$ cat config.mk
export PLATFORM = sky130hd
export DESIGN_NAME = uart_rx_flat
export DESIGN_NICKNAME = d
export VERILOG_FILES = /design/src/rtl/uart_pkg.sv /design/src/rtl/uart_rx_if.sv /design/src/rtl/uart_rx_fifo.sv /design/src/rtl/uart_rx.sv /design/src/flat_wrapper.sv
export SDC_FILE = /design/constraint.sdc
export NUM_CORES = 1
export LEC_CHECK = 0
export BUFFER_PORTS_ARGS = -buffer_cell sky130_fd_sc_hd__buf_2
export CAP_MARGIN = 10
export CORE_ASPECT_RATIO = 0.9
export CORE_UTILIZATION = 60
export CTS_BUF_LIST = sky130_fd_sc_hd__clkbuf_8
export CTS_CLUSTER_SIZE = 25
export DETAILED_ROUTE_END_ITERATION = 7
export PLACE_DENSITY = 0.88
export SLEW_MARGIN = 20
export SYNTH_ARGS = -nofsm -noshare
export SYNTH_HDL_FRONTEND = slang
export SYNTH_SLANG_ARGS = --single-unit
$ cat constraint.sdc
create_clock -name clk -period 4.22 [get_ports clk]
set_input_delay 0.211 -clock clk [delete_from_list [all_inputs] [get_ports clk]]
set_output_delay 0.211 -clock clk [all_outputs]
set_load 0.005 [all_outputs]
$ cat src/rtl/uart_pkg.sv
`timescale 1ns/1ps
// Shared UART definitions: default line settings, receive states and the 3-sample majority vote.
package uart_pkg;
  localparam int CLK_FREQ_DEF = 10_000_000;
  localparam int BAUD_DEF     = 115_200;
  localparam int DATA_BITS    = 8;

  typedef enum logic [2:0] {WAIT_HIGH, IDLE, START, DATA, PARITY, STOP} rx_state_e;

  function automatic logic maj3(input logic a, input logic b, input logic c);
    return (a & b) | (a & c) | (b & c);
  endfunction
endpackage

$ cat src/rtl/uart_rx_if.sv
`timescale 1ns/1ps
// Consumer-side port bundle of the UART receiver: show-ahead FIFO head, pop strobe and fill level.
interface uart_rx_if #(parameter int FIFO_DEPTH = 4);
  import uart_pkg::*;
  localparam int CW = $clog2(FIFO_DEPTH) + 1;

  logic                 rd_en;
  logic [DATA_BITS-1:0] rx_data;
  logic                 rx_valid;
  logic [CW-1:0]        fifo_count;

  modport master (input rd_en, output rx_data, rx_valid, fifo_count);
  modport slave  (output rd_en, input rx_data, rx_valid, fifo_count);
endinterface

$ cat src/rtl/uart_rx_fifo.sv
`timescale 1ns/1ps
// Show-ahead FIFO for received bytes; head is visible on dout whenever not empty.
module uart_rx_fifo #(
  parameter int WIDTH = 8,
  parameter int DEPTH = 4
) (
  input  logic                   clk,
  input  logic                   rst_n,
  input  logic                   wr_en,
  input  logic                   rd_en,
  input  logic [WIDTH-1:0]       din,
  output logic [WIDTH-1:0]       dout,
  output logic [$clog2(DEPTH):0] count,
  output logic                   full,
  output logic                   empty
);
  localparam int AW = $clog2(DEPTH);
  localparam logic [AW:0] FULL_CNT = DEPTH[AW:0];

  logic [DEPTH-1:0][WIDTH-1:0] mem;
  logic [AW-1:0]               wptr, rptr;
  logic                        do_wr, do_rd;

  assign empty = (count == '0);
  assign full  = (count == FULL_CNT);
  assign do_rd = rd_en & ~empty;
  // a full FIFO still accepts a write when the same edge frees a slot
  assign do_wr = wr_en & (~full | do_rd);
  assign dout  = mem[rptr];

  always_ff @(posedge clk or negedge rst_n) begin
    if (!rst_n) begin
      mem   <= '0;
      wptr  <= '0;
      rptr  <= '0;
      count <= '0;
    end else begin
      if (do_wr) begin
        mem[wptr] <= din;
        wptr      <= wptr + 1'b1;
      end
      if (do_rd) rptr <= rptr + 1'b1;
      count <= count + {{AW{1'b0}}, do_wr} - {{AW{1'b0}}, do_rd};
    end
  end
endmodule

$ cat src/rtl/uart_rx.sv
`timescale 1ns/1ps
// 8N1 oversampling UART receiver with majority-vote sampling and a show-ahead byte FIFO.
// Define UART_RX_PARITY_EN to require an even-parity bit between data and stop.
module uart_rx import uart_pkg::*; #(
  parameter int CLK_FREQ   = CLK_FREQ_DEF,
  parameter int BAUD       = BAUD_DEF,
  parameter int OVERSAMPLE = 16,
  parameter int FIFO_DEPTH = 4
) (
  input  logic      clk,
  input  logic      rst_n,
  input  logic      rxd,
  uart_rx_if.master rx_if,
  output logic      rx_busy,
  output logic      rx_frame_err,
`ifdef UART_RX_PARITY_EN
  output logic      rx_parity_err,
`endif
  output logic      rx_overrun
);
  localparam int SW = $clog2(OVERSAMPLE);
  localparam int M  = OVERSAMPLE / 2;
  localparam logic [SW-1:0] S_LO   = SW'(M - 1);
  localparam logic [SW-1:0] S_MID  = SW'(M);
  localparam logic [SW-1:0] S_HI   = SW'(M + 1);
  localparam logic [SW-1:0] S_LAST = SW'(OVERSAMPLE - 1);
  localparam logic [2:0]    IDX_LAST = 3'(DATA_BITS - 1);
  localparam logic [31:0]   INC  = 32'(BAUD * OVERSAMPLE);
  localparam logic [31:0]   CLKF = 32'(CLK_FREQ);

  logic                 rxd_s1, rxd_s;
  logic [31:0]          acc, acc_sum;
  logic                 tick;
  rx_state_e            state, state_nxt;
  logic [SW-1:0]        scnt, scnt_nxt;
  logic [2:0]           idx, idx_nxt;
  logic [DATA_BITS-1:0] shreg, shreg_nxt;
  logic                 smp_lo, smp_mid, maj;
  logic                 push, ferr, ovr;
  logic                 fifo_full, fifo_empty;
`ifdef UART_RX_PARITY_EN
  logic                 par_bit, par_nxt, perr;
`endif

  always_ff @(posedge clk or negedge rst_n) begin
    if (!rst_n) begin
      rxd_s1 <= 1'b1;
      rxd_s  <= 1'b1;
    end else begin
      rxd_s1 <= rxd;
      rxd_s  <= rxd_s1;
    end
  end

  // free-running fractional divider, never realigned to frames
  assign acc_sum = acc + INC;
  assign tick    = (acc_sum >= CLKF);

  always_ff @(posedge clk or negedge rst_n) begin
    if (!rst_n) acc <= '0;
    else        acc <= tick ? acc_sum - CLKF : acc_sum;
  end

  always_ff @(posedge clk or negedge rst_n) begin
    if (!rst_n) begin
      smp_lo  <= 1'b1;
      smp_mid <= 1'b1;
    end else if (tick) begin
      if (scnt == S_LO)  smp_lo  <= rxd_s;
      if (scnt == S_MID) smp_mid <= rxd_s;
    end
  end

  assign maj = maj3(smp_lo, smp_mid, rxd_s);

  always_ff @(posedge clk or negedge rst_n) begin
    if (!rst_n) begin
      state <= WAIT_HIGH;
      scnt  <= '0;
      idx   <= '0;
      shreg <= '0;
`ifdef UART_RX_PARITY_EN
      par_bit <= 1'b0;
`endif
    end else begin
      state <= state_nxt;
      scnt  <= scnt_nxt;
      idx   <= idx_nxt;
      shreg <= shreg_nxt;
`ifdef UART_RX_PARITY_EN
      par_bit <= par_nxt;
`endif
    end
  end

  always_comb begin
    state_nxt = state;
    scnt_nxt  = scnt;
    idx_nxt   = idx;
    shreg_nxt = shreg;
    push      = 1'b0;
    ferr      = 1'b0;
`ifdef UART_RX_PARITY_EN
    par_nxt   = par_bit;
    perr      = 1'b0;
`endif
    if (tick) begin
      scnt_nxt = (scnt == S_LAST) ? '0 : scnt + 1'b1;
      case (state)
        WAIT_HIGH: if (rxd_s) state_nxt = IDLE;
        IDLE: begin
          scnt_nxt = '0;
          if (!rxd_s) state_nxt = START;
        end
        START: begin
          if (scnt == S_HI && maj) state_nxt = IDLE;
          else if (scnt == S_LAST) begin
            state_nxt = DATA;
            idx_nxt   = '0;
          end
        end
        DATA: begin
          if (scnt == S_HI) shreg_nxt[idx] = maj;
          if (scnt == S_LAST) begin
            idx_nxt = idx + 1'b1;
`ifdef UART_RX_PARITY_EN
            if (idx == IDX_LAST) state_nxt = PARITY;
`else
            if (idx == IDX_LAST) state_nxt = STOP;
`endif
          end
        end
`ifdef UART_RX_PARITY_EN
        PARITY: begin
          if (scnt == S_HI)   par_nxt   = maj;
          if (scnt == S_LAST) state_nxt = STOP;
        end
`endif
        // decide at mid stop bit so a back-to-back start edge is not missed
        STOP: begin
          if (scnt == S_HI) begin
            state_nxt = IDLE;
            if (!maj) begin
              ferr      = 1'b1;
              state_nxt = WAIT_HIGH;
            end
`ifdef UART_RX_PARITY_EN
            else if (^{shreg, par_bit}) perr = 1'b1;
`endif
            else push = 1'b1;
          end
        end
        default: state_nxt = WAIT_HIGH;
      endcase
    end
  end

  uart_rx_fifo #(.WIDTH(DATA_BITS), .DEPTH(FIFO_DEPTH)) u_fifo (
    .clk   (clk),
    .rst_n (rst_n),
    .wr_en (push),
    .rd_en (rx_if.rd_en),
    .din   (shreg),
    .dout  (rx_if.rx_data),
    .count (rx_if.fifo_count),
    .full  (fifo_full),
    .empty (fifo_empty)
  );

  assign rx_if.rx_valid = ~fifo_empty;
  assign rx_busy        = (state != IDLE) && (state != WAIT_HIGH);
  assign ovr            = push & fifo_full & ~(rx_if.rd_en & ~fifo_empty);

  always_ff @(posedge clk or negedge rst_n) begin
    if (!rst_n) begin
      rx_frame_err  <= 1'b0;
      rx_overrun    <= 1'b0;
`ifdef UART_RX_PARITY_EN
      rx_parity_err <= 1'b0;
`endif
    end else begin
      rx_frame_err  <= ferr;
      rx_overrun    <= ovr;
`ifdef UART_RX_PARITY_EN
      rx_parity_err <= perr;
`endif
    end
  end
endmodule

$ cat src/flat_wrapper.sv
// flat-port wrapper written by rule: the top's interface ports become plain ports
module uart_rx_flat import uart_pkg::*;
#(
  parameter int CLK_FREQ   = CLK_FREQ_DEF,
  parameter int BAUD       = BAUD_DEF,
  parameter int OVERSAMPLE = 16,
  parameter int FIFO_DEPTH = 4
)
  (clk, rst_n, rxd, rx_busy, rx_frame_err, rx_overrun, rx_if_rd_en, rx_if_rx_data, rx_if_rx_valid, rx_if_fifo_count);
  uart_rx_if #(.FIFO_DEPTH(FIFO_DEPTH)) rx_if_i ();
  input  logic clk;
  input  logic rst_n;
  input  logic rxd;
  output logic rx_busy;
  output logic rx_frame_err;
  output logic rx_overrun;
  input wire logic [$bits(rx_if_i.rd_en)-1:0] rx_if_rd_en;
  output wire logic [$bits(rx_if_i.rx_data)-1:0] rx_if_rx_data;
  output wire logic [$bits(rx_if_i.rx_valid)-1:0] rx_if_rx_valid;
  output wire logic [$bits(rx_if_i.fifo_count)-1:0] rx_if_fifo_count;
  assign rx_if_i.rd_en = rx_if_rd_en;
  assign rx_if_rx_data = rx_if_i.rx_data;
  assign rx_if_rx_valid = rx_if_i.rx_valid;
  assign rx_if_fifo_count = rx_if_i.fifo_count;
  uart_rx #(.CLK_FREQ(CLK_FREQ), .BAUD(BAUD), .OVERSAMPLE(OVERSAMPLE), .FIFO_DEPTH(FIFO_DEPTH)) u_core (.clk(clk), .rst_n(rst_n), .rxd(rxd), .rx_if(rx_if_i), .rx_busy(rx_busy), .rx_frame_err(rx_frame_err), .rx_overrun(rx_overrun));
endmodule
==> flow_metrics.env, run 1 <==
export IMPL_critPathBufInv=3
export IMPL_critical_path_required_ns=4.52
export IMPL_vias=3416
export IMPL_clk_latency_ns=0.37
export IMPL_routed_top_layer="met4"
export IMPL_outcome="complete, no violations"
export IMPL_pin_count=19
export IMPL_fillers=555
export IMPL_grt_setup_unrepaired="no"
export IMPL_maxCapViolCount=0
export IMPL_cts_buffers_inserted=9
export IMPL_crit_slowest_cell="dfrtp_1"
export IMPL_syn_avg_cell_area_sq_um=11.2
export IMPL_ys_warn_count=0
export IMPL_cts_root_buffer="clkbuf_8"
export IMPL_die_area_sq_um=8590
export IMPL_wl_met3_microns=357
export IMPL_synthCells=441
export IMPL_netlist_area_sq_um=4930
export IMPL_route_detailed_drc=0
export IMPL_yosysTopAreaCell="dfrtp_1"
export IMPL_grt_pass1_wl_microns=16300
export IMPL_startpoint_type="register"
export IMPL_drive_gt1_share_pct=24.0
export IMPL_wl_met1_microns=4280
export IMPL_avgRoutedWirePerCell_microns=17.4
export IMPL_syn_nets=460
export IMPL_drt_iter0_markers=214
export IMPL_synth_flop_cell="dfrtp_1"
export IMPL_min_to="u_core.rx_overrun$_DFF_PN0_"
export IMPL_synth_edf_count=0
export IMPL_r2r_start="u_core.acc[13]$_DFF_PN0_"
export IMPL_crit_fanout=10
export IMPL_fin_cells=555
export IMPL_track_usage_pct=24.3
export IMPL_die_y_microns=88.0
export IMPL_coreArea_sq_um=7730
export IMPL_synth_top_area_share_pct=42.6
export IMPL_clkTransAtPathRegs_ns=0.10
export IMPL_min_period_ns=3.89
export IMPL_met2_length_microns=4950
export IMPL_critPathKind="register to register"
export IMPL_ys_top_cells_by_area="dfrtp_1, mux2_2, xnor2_1"
export IMPL_routed_wl_microns=9670
export IMPL_cp_cell_sequence="ha_2, and4_2, nor2_1, nor4b_1, xnor2_1, and4bb_1, nand2_2, and2_1, inv_1, ha_1, inv_1, ha_1, inv_1, fa_1, xnor2_1, xnor2_1"
export IMPL_power_mw=1.71
export IMPL_antenna_found_initial=0
export IMPL_max_freq_mhz=257
export IMPL_final_setup_worst_slack_ns=0.328
export IMPL_firstDrtPassIters=5
export IMPL_worstMarginPinSlew_ns=0.619
export IMPL_slew_headroom_pct=58.3
export IMPL_start_util_pct=63.8
export IMPL_grt_pass1_vias=3361
export IMPL_cellLeakagePower_nw=2.40
export IMPL_end_kind="register"
export IMPL_finalNetCount=473
export IMPL_r2r_setup_slack_ns=0.33
export IMPL_r2r_end="u_core.u_fifo.count[2]$_DFF_PN0_"
export IMPL_synth_seq_cells=88
export IMPL_cts_sinks=88
export IMPL_finalSetupViolations=0
export IMPL_cts_tree="built"
export IMPL_fin_skew_ns=0.00984
export IMPL_dp_slack_ns=0.143
export IMPL_syn_to_final_growth_pct=7.10
export IMPL_h_tree_depth=3
export IMPL_hp_start="rx_if_rd_en"
export IMPL_min_path_type="input pin to register"
export IMPL_cts_setup_buffers=0
export IMPL_powerDensity_nw_per_um2=323
export IMPL_vdd_ir_drop_max_mv=0.184
export IMPL_place_inst=537
export IMPL_gp_congestion=0.953
export IMPL_synthArstFlopShare_pct=100
export IMPL_clk_path_buf_depth=2
export IMPL_seq_area_frac_synth_pct=44.7
export IMPL_port_buffers=18
export IMPL_ant_nets=0
export IMPL_diodes=0
export IMPL_hold_path_depth=3
export IMPL_grt_max_degree=47
export IMPL_drv_slew=0
export IMPL_worst_r2r_path_depth=16
export IMPL_cpPeakStageDelay_ns=0.49
export IMPL_grt_overflow=0
export IMPL_core_rowCount=30
export IMPL_hpwl_microns=6810
export IMPL_die_w_microns=97.6
export IMPL_synth_distinct_cells=71
export IMPL_fin_tns_setup_ns=0
export IMPL_arrival_ns=4.19
export IMPL_viasPerCell=6.15
export IMPL_cp_depth=16
export IMPL_critPathTopFamily="simple AND/OR/NAND/NOR gates"
export IMPL_hold_viol=0
export IMPL_post_route_period_util_pct=92.2
cell usage in the layout, fill, tap and decap left out, types with 3 or more instances in the layout:
cell	synthesis	layout
nor3_1	12	12
o31ai_1	5	5
a21oi_1	7	7
o21ai_0	21	21
inv_1	17	17
nand3_1	11	11
nor3b_1	6	6
nand4b_1	4	4
nor4_1	6	5
mux2_2	41	41
o211ai_1	3	3
and2_1	6	6
clkbuf_8	0	9
a31oi_1	3	3
nor2b_1	3	3
and3_1	5	5
buf_2	5	17
ha_1	14	13
nand3_2	3	3
dfstp_2	4	4
a211oi_1	4	4
nand2_1	26	26
a22oi_1	3	3
buf_4	3	4
o21ai_1	5	5
xnor2_1	28	28
xor2_1	12	12
dfrtp_1	84	84
or3_1	5	5
nor4b_1	3	3
nand4_1	5	5
nor2_1	27	27
mux4_2	8	8
worst reg2reg max path: cells and delay by family (launching register included):
kind / cells / cell delay (ns)
xor+xnor: 3 / 0.57
fa+ha+maj: 4 / 1.07
buf+inv: 3 / 0.18
flops: 1 / 0.49
simple gates: 6 / 1.52
cell usage after synthesis, types with 2 or more instances:
cell,count
a211oi_1,4
a21oi_1,7
a22oi_1,3
a31oi_1,3
and2_1,6
and3_1,5
and4_1,2
buf_2,5
buf_4,3
buf_6,2
clkbuf_1,8
dfrtp_1,84
dfstp_2,4
ha_1,14
inv_1,17
mux2_2,41
mux2_4,2
mux2i_1,2
mux4_2,8
nand2_1,26
nand2b_1,2
nand3_1,11
nand3_2,3
nand4_1,5
nand4b_1,4
nor2_1,27
nor2b_1,3
nor3_1,12
nor3_2,2
nor3b_1,6
nor4_1,6
nor4b_1,3
o211ai_1,3
o21ai_0,21
o21ai_1,5
o31ai_1,5
or3_1,5
xnor2_1,28
xor2_1,12
per-stage QoR:
| stage | hold slack, ns | instance area, sq um | util (%) |
|---|---|---|---|
| after floorplan | -0.0846 | 4930 | - |
| after global placement | 0.246 | 5040 | 65.2 |
| after detailed placement | 0.252 | 5040 | 65.2 |
| after CTS | 0.147 | 5270 | 68.2 |
| after global routing | 0.172 | 5280 | 68.3 |
| final | 0.146 | 5280 | 68.3 |
metal layers:
layer | vias up | global-route usage [%]
met5 | - | 0
met2 | 68 | 43.9
met4 | 0 | 6.95
li1 | 1624 | -
met3 | 14 | 4.63
met1 | 1710 | 30.1
flip-flops by register name, summed over array words and instances, names as in the netlist, 2 cells and up:
signal / count
u_core.acc: 25
u_core.idx: 3
u_core.scnt: 4
u_core.shreg: 8
u_core.state: 3
u_core.u_fifo.count: 3
u_core.u_fifo.mem: 32
u_core.u_fifo.rptr: 2
u_core.u_fifo.wptr: 2
kinds of logic after synthesis:
| kind of cell | share of synthesized area [%] |
|---|---|
| buffers and inverters | 3.80 |
| xor gates and xnor gates | 7.43 |
| adders and majority gates | 4.16 |
| and+or+nand+nor | 15.7 |
| AOI/OAI and AO/OA | 10.1 |
| DFF | 44.7 |
| muxes | 14.0 |
worst max path at each step:
stage                             startpoint                                to  slack (ns)
floorplan           u_core.acc[14]$_DFF_PN0_  u_core.u_fifo.count[2]$_DFF_PN0_        0.69
global placement    u_core.acc[13]$_DFF_PN0_  u_core.u_fifo.count[2]$_DFF_PN0_        0.35
detailed placement  u_core.acc[13]$_DFF_PN0_  u_core.u_fifo.count[2]$_DFF_PN0_        0.14
CTS                 u_core.acc[13]$_DFF_PN0_  u_core.u_fifo.count[2]$_DFF_PN0_        0.12
global route        u_core.acc[13]$_DFF_PN0_  u_core.u_fifo.count[2]$_DFF_PN0_        0.07
finish              u_core.acc[13]$_DFF_PN0_  u_core.u_fifo.count[2]$_DFF_PN0_        0.33
power by group:
group	internal [mW]	switching [mW]
registers	0.872	0.0531
logic	0.0687	0.0899
clock network	0.286	0.337
total	1.23	0.480
final cells by class:
| cell class | instances | area, sq um | share of cell area [%] |
|---|---|---|---|
| Multi-Input combinational cell | 315 | 2550 | 48.2 |
| Sequential cell | 88 | 2210 | 41.8 |
| Timing Repair Buffer | 23 | 135 | 2.56 |
| Clock buffer | 9 | 124 | 2.34 |
| Tap cell | 96 | 120 | 2.27 |
| Clock inverter | 7 | 85.1 | 1.61 |
| Inverter | 17 | 63.8 | 1.21 |
timing repair:
action	CTS	global route
hold endpoints to repair	42	0
hold buffers	2	0
gates resized for setup	0	3
endpoints found under the setup margin	0	2
No activity file was read; power rests on OpenSTA's default activity.
==> run 2: changes to the inputs <==
- MAX_ROUTING_LAYER: unset -> met4
==> run 2 against run 1 <==
  * Utilization grew 0.45 points
  * Via count fell by 0.50%
  * Sequential power barely moved
  * Clock power up 10%
  * Highest routed layer unchanged
  * Cell count stayed put
  * Fmax is 0.21% lower
  * Global-route usage increased by 1.0 points
  * Combinational power hardly changed
==> flow_metrics.env, run 2 (synthesized netlist as in run 1, its figures left out) <==
export IMPL_outcome="complete, no violations"
export IMPL_place_area_sq_um=5040
export IMPL_p_int_mw=1.29
export IMPL_critical_path_required_ns=4.51
export IMPL_track_usage_pct=25.3
export IMPL_diodes=0
export IMPL_hpwl_microns=6720
export IMPL_pin_count=19
export IMPL_reg_top3="u_core.u_fifo.mem: 32 flops, u_core.acc: 25 flops, u_core.shreg: 8 flops"
export IMPL_most_common_layout_cells="dfrtp_1, mux2_2, xnor2_1"
export IMPL_finalNetCount=473
export IMPL_routed_wl_microns=9670
export IMPL_largest_register_ffs=32
export IMPL_grt_pass1_vias=3377
export IMPL_switching_power_mw=0.486
export IMPL_vdd_ir_drop_max_mv=0.179
export IMPL_viasPerCell=6.12
export IMPL_start_util_pct=63.8
export IMPL_fin_tns_setup_ns=0
export IMPL_fin_cells=555
export IMPL_drt_iter0_markers=155
export IMPL_clock_power_share_pct=38.8
export IMPL_cts_buffers_inserted=9
export IMPL_cellLeakagePower_nw=2.42
export IMPL_cts_root_buffer="clkbuf_8"
export IMPL_cp_cell_sequence="ha_2, nor3b_1, a211oi_1, a211oi_2, a211oi_1, and4bb_1, nand2_2, and2_1, inv_1, ha_1, inv_1, ha_1, inv_1, fa_1, xnor2_1, xnor2_1"
export IMPL_syn_to_final_growth_pct=7.81
export IMPL_min_path_type="input pin to register"
export IMPL_place_inst=536
export IMPL_core_rowCount=30
export IMPL_route_detailed_drc=0
export IMPL_startpoint_type="register"
export IMPL_critPathKind="register to register"
export IMPL_fin_skew_ns=0.0125
export IMPL_arrival_ns=4.19
export IMPL_slew_headroom_pct=48.3
export IMPL_crit_fanout=9
export IMPL_cts_sinks=88
export IMPL_seqPwrFrac_pct=52.1
export IMPL_die_area_sq_um=8590
export IMPL_drive_gt1_share_pct=24.2
export IMPL_powerDensity_nw_per_um2=334
export IMPL_hold_viol=0
export IMPL_avgRoutedWirePerCell_microns=17.4
export IMPL_firstDrtPassIters=4
export IMPL_top_register="u_core.u_fifo.mem"
export IMPL_worstMarginPinSlew_ns=0.776
export IMPL_dp_slack_ns=0.138
export IMPL_h_tree_depth=3
export IMPL_die_w_microns=97.6
export IMPL_cpPeakStageDelay_ns=0.49
export IMPL_antenna_found_initial=0
export IMPL_clkTransAtPathRegs_ns=0.10
export IMPL_clk_path_buf_depth=2
export IMPL_maxCapViolCount=0
export IMPL_crit_top_cell="inv_1"
export IMPL_finalSetupViolations=0
export IMPL_port_buffers=18
export IMPL_final_setup_worst_slack_ns=0.320
export IMPL_max_freq_mhz=256
export IMPL_end_kind="register"
export IMPL_p_sw_share_pct=27.4
export IMPL_grt_max_degree=89
export IMPL_vias=3399
export IMPL_gp_congestion=0.973
export IMPL_coreArea_sq_um=7730
export IMPL_drv_slew=0
export IMPL_final_common_cell="dfrtp_1"
export IMPL_cts_tree="built"
export IMPL_ant_nets=0
export IMPL_fillers=536
export IMPL_clk_latency_ns=0.37
export IMPL_die_y_microns=88.0
export IMPL_min_period_ns=3.90
export IMPL_combPwrFrac_pct=9.1
export IMPL_grt_setup_unrepaired="no"
export IMPL_seqCellArea_sq_um=2210
export IMPL_grt_pass1_wl_microns=16500
export IMPL_final_cell_area_sq_um=5320
export IMPL_post_route_period_util_pct=92.4
export IMPL_critPathTopFamily="adder cells"
export IMPL_critPathBufInv=3
export IMPL_multi_input_area_sq_um=2550
export IMPL_crit_slowest_cell="a211oi_1"
export IMPL_grt_overflow=0
## run 2: changes by cell type in the layout (fill, tap and decap cells not counted), sizes merged
cell,change
bufinv,+1
clkinvlp,-1
## run 2: final timing paths
| path | start | endpoint | slack [ns] | depth (start not counted) |
|---|---|---|---|---|
| min in group asynchronous | rst_n | u_core.u_fifo.mem[0]$_DFFE_PN0P_ | 0.45 | 2 |
| max in group asynchronous | rst_n | u_core.u_fifo.mem[23]$_DFFE_PN0P_ | 3.22 | 2 |
| hold reg to reg | u_core.rxd_s1$_DFF_PN1_ | u_core.rxd_s$_DFF_PN1_ | 0.36 | 0 |
| setup / recovery | u_core.acc[13]$_DFF_PN0_ | u_core.u_fifo.count[2]$_DFF_PN0_ | 0.32 | 16 |
| setup reg to reg | u_core.acc[13]$_DFF_PN0_ | u_core.u_fifo.count[2]$_DFF_PN0_ | 0.32 | 16 |
| hold / removal | rx_if_rd_en | u_core.rx_overrun$_DFF_PN0_ | 0.17 | 3 |
## run 2: area by class of cell
class	instances	share of cell area [%]
Tap cell	96	2.26
Inverter	17	1.20
Multi-Input combinational cell	315	48.0
Clock inverter	7	2.07
Sequential cell	88	41.5
Timing Repair Buffer	23	2.61
Clock buffer	9	2.33
## run 2: through the flow
| stage | util (%) | hold slack, ns | power (mW) |
|---|---|---|---|
| 2_1_floorplan | - | -0.0846 | 1.05 |
| 5_1_grt | 68.8 | 0.183 | 1.85 |
| 6_report | 68.8 | 0.173 | 1.77 |
| 3_5_place_dp | 65.1 | 0.318 | 1.10 |
| 3_3_place_gp | 65.1 | 0.318 | 1.09 |
| 4_1_cts | 68.3 | 0.0782 | 1.79 |
## run 2: worst min-delay path, cell delays in order
cell and delay [ns]:
buf_2 0.09, nor4b_1 0.05, nor3b_1 0.14
## run 2: power by group through the flow
stage | sequential (mW) | combinational [mW] | clock [mW]
global route | 0.932 | 0.182 | 0.731
detailed placement | 0.941 | 0.159 | 0
global placement | 0.937 | 0.152 | 0
CTS | 0.924 | 0.161 | 0.701
floorplan | 0.907 | 0.141 | 0
finish | 0.925 | 0.161 | 0.688
## run 2: timing repair
item                                    in CTS  in global routing
gates resized for setup                      0                  5
hold buffers                                 1                  1
endpoints found under the hold margin        1                 76
endpoints found under the setup margin       0                  2
setup buffers                                0                  1
## run 2: routing by layer
| layer | track usage (%) | part of all wire [%] | vias up |
|---|---|---|---|
| met5 | - | 0 | - |
| met4 | 5.08 | 0.98 | 0 |
| met3 | 4.55 | 2.7 | 11 |
| met2 | 44.8 | 52 | 56 |
| met1 | 30.8 | 44 | 1715 |
| li1 | - | - | 1617 |
==> run 3: changes to the inputs <==
- CORE_UTILIZATION: 60 -> 64
- PLACE_DENSITY: 0.88 -> 0.92
- RECOVER_POWER: unset -> 100
==> run 3 against run 2 <==
  * The run now ends with max-capacitance violations, max-slew violations left
  * Fmax down 2.3%
  * Hold slack worse by 0.025 ns
  * Power down 2.7%
  * Clock power down 6.5%
  * Largest cell class unchanged
  * First-iteration DRC count up 50%
  * Design area down 1.6%
==> flow_metrics.env, run 3 (synthesized netlist as in run 1, its figures left out) <==
export IMPL_maxCapViolCount=1
export IMPL_die_y_microns=85.3
export IMPL_wl_met3_microns=581
export IMPL_min_path_type="input pin to register"
export IMPL_grt_setup_unrepaired="no"
export IMPL_hold_viol=0
export IMPL_h_tree_depth=3
export IMPL_gp_congestion=0.934
export IMPL_final_setup_worst_slack_ns=0.227
export IMPL_worstMarginPinSlew_ns=2.11
export IMPL_crit_slowest_cell="dfrtp_1"
export IMPL_slew_headroom_pct=-40.6
export IMPL_fin_tns_setup_ns=0
export IMPL_critPathKind="register to register"
export IMPL_final_common_cell="dfrtp_1"
export IMPL_drv_slew=89
export IMPL_vdd_ir_drop_max_mv=0.218
export IMPL_grt_pass1_vias=3485
export IMPL_syn_to_final_growth_pct=6.09
export IMPL_powerDensity_nw_per_um2=330
export IMPL_critical_path_required_ns=4.51
export IMPL_hpwl_microns=6880
export IMPL_startpoint_type="register"
export IMPL_met2_length_microns=5080
export IMPL_grt_pass1_wl_microns=17000
export IMPL_coreArea_sq_um=7260
export IMPL_reg_top3="u_core.u_fifo.mem: 32 flops, u_core.acc: 25 flops, u_core.shreg: 8 flops"
export IMPL_cpPeakStageDelay_ns=0.51
export IMPL_ant_nets=0
export IMPL_die_w_microns=94.5
export IMPL_most_common_layout_cells="dfrtp_1, mux2_2, xnor2_1"
export IMPL_cts_tree="built"
export IMPL_drive_gt1_share_pct=20.9
export IMPL_crit_fanout=10
export IMPL_cts_root_buffer="clkbuf_8"
export IMPL_clkTransAtPathRegs_ns=0.09
export IMPL_dp_slack_ns=0.233
export IMPL_min_period_ns=3.99
export IMPL_whs_ns=0.148
export IMPL_avgRoutedWirePerCell_microns=18.5
export IMPL_largest_register_ffs=32
export IMPL_antenna_found_initial=0
export IMPL_routed_top_layer="met4"
export IMPL_top_register="u_core.u_fifo.mem"
export IMPL_cts_sinks=88
export IMPL_critPathTopFamily="simple AND/OR/NAND/NOR gates"
export IMPL_firstDrtPassIters=5
export IMPL_clk_path_buf_depth=2
export IMPL_routed_wl_microns=10200
export IMPL_pin_count=19
export IMPL_drt_iter0_markers=232
export IMPL_post_route_period_util_pct=94.6
export IMPL_cts_buffers_inserted=9
export IMPL_grt_max_degree=89
export IMPL_cellLeakagePower_nw=2.38
export IMPL_critPathBufInv=3
export IMPL_cp_cell_sequence="ha_2, and4_1, nor2_1, nor4b_1, xnor2_1, and4bb_1, nand2_2, and2_1, inv_1, ha_1, inv_1, ha_1, inv_1, fa_1, xnor2_1, xnor2_1"
export IMPL_end_kind="register"
export IMPL_fillers=502
export IMPL_grt_overflow=0
export IMPL_start_util_pct=68.0
export IMPL_finalNetCount=473
export IMPL_max_freq_mhz=250
export IMPL_track_usage_pct=28.7
export IMPL_clk_latency_ns=0.36
export IMPL_route_detailed_drc=0
export IMPL_diodes=0
export IMPL_violations="max-capacitance violations, max-slew violations"
export IMPL_finalSetupViolations=0
export IMPL_viasPerCell=6.30
export IMPL_arrival_ns=4.28
export IMPL_outcome="complete, but fails checks"
export IMPL_vias=3477
export IMPL_fin_skew_ns=0.00979
export IMPL_wl_met1_microns=4420
export IMPL_core_rowCount=29
export IMPL_die_area_sq_um=8060
export IMPL_port_buffers=18
## run 3: worst register-to-register path, delay by kind of cell (launching register included)
| family | cells | cell delay (ns) |
|---|---|---|
| buffers and inverters | 3 | 0.18 |
| flip-flops | 1 | 0.51 |
| adder cells (fa/ha/maj) | 4 | 1.10 |
| XOR/XNOR | 3 | 0.61 |
| AND/OR/NAND/NOR | 6 | 1.52 |
## run 3: worst paths after layout
kind / startpoint / to / slack, ns / cells after the start
max in group asynchronous: rst_n / u_core.acc[26]$_DFF_PN0_ / 1.97 / 2
setup / recovery: u_core.acc[13]$_DFF_PN0_ / u_core.u_fifo.count[2]$_DFF_PN0_ / 0.23 / 16
hold / removal: rx_if_rd_en / u_core.rx_overrun$_DFF_PN0_ / 0.15 / 3
min in group asynchronous: rst_n / u_core.u_fifo.mem[8]$_DFFE_PN0P_ / 1.01 / 2
setup reg to reg: u_core.acc[13]$_DFF_PN0_ / u_core.u_fifo.count[2]$_DFF_PN0_ / 0.23 / 16
hold reg to reg: u_core.rxd_s1$_DFF_PN1_ / u_core.rxd_s$_DFF_PN1_ / 0.36 / 0
## run 3: stage by stage
step	instances	util [%]	area, sq um	power (mW)
3_3_place_gp	533	69.3	5030	1.09
4_1_cts	550	72.5	5260	1.74
2_1_floorplan	441	-	4930	1.05
5_1_grt	552	72.1	5230	1.81
6_report	552	72.1	5230	1.73
3_5_place_dp	533	69.3	5030	1.10
## run 3: final cells by class
type	instances	area [sq um]	share of cell area (%)
Sequential cell	88	2210	42.2
Inverter	17	63.8	1.22
Timing Repair Buffer	23	125	2.39
Clock buffer	9	124	2.37
Clock inverter	7	95.1	1.82
Tap cell	93	116	2.22
Multi-Input combinational cell	315	2500	47.8
## run 3: layer usage
metal,vias to the layer above,GRT usage (%)
li1,1612,-
met1,1704,37.0
met2,141,45.3
met3,20,6.54
met4,0,8.68
met5,-,-
## run 3: power by group
| part | switching [mW] | internal (mW) |
|---|---|---|
| combinational | 0.0925 | 0.0662 |
| clock | 0.308 | 0.335 |
| sequential | 0.0532 | 0.872 |
| total | 0.454 | 1.27 |
## run 3: repair_timing
action                                  in CTS  in global routing
hold buffers                                 1                  1
endpoints found under the setup margin       0                  2
buffers inserted                             0                  1
hold endpoints to repair                     1                 84
gates resized for setup                      0                  5
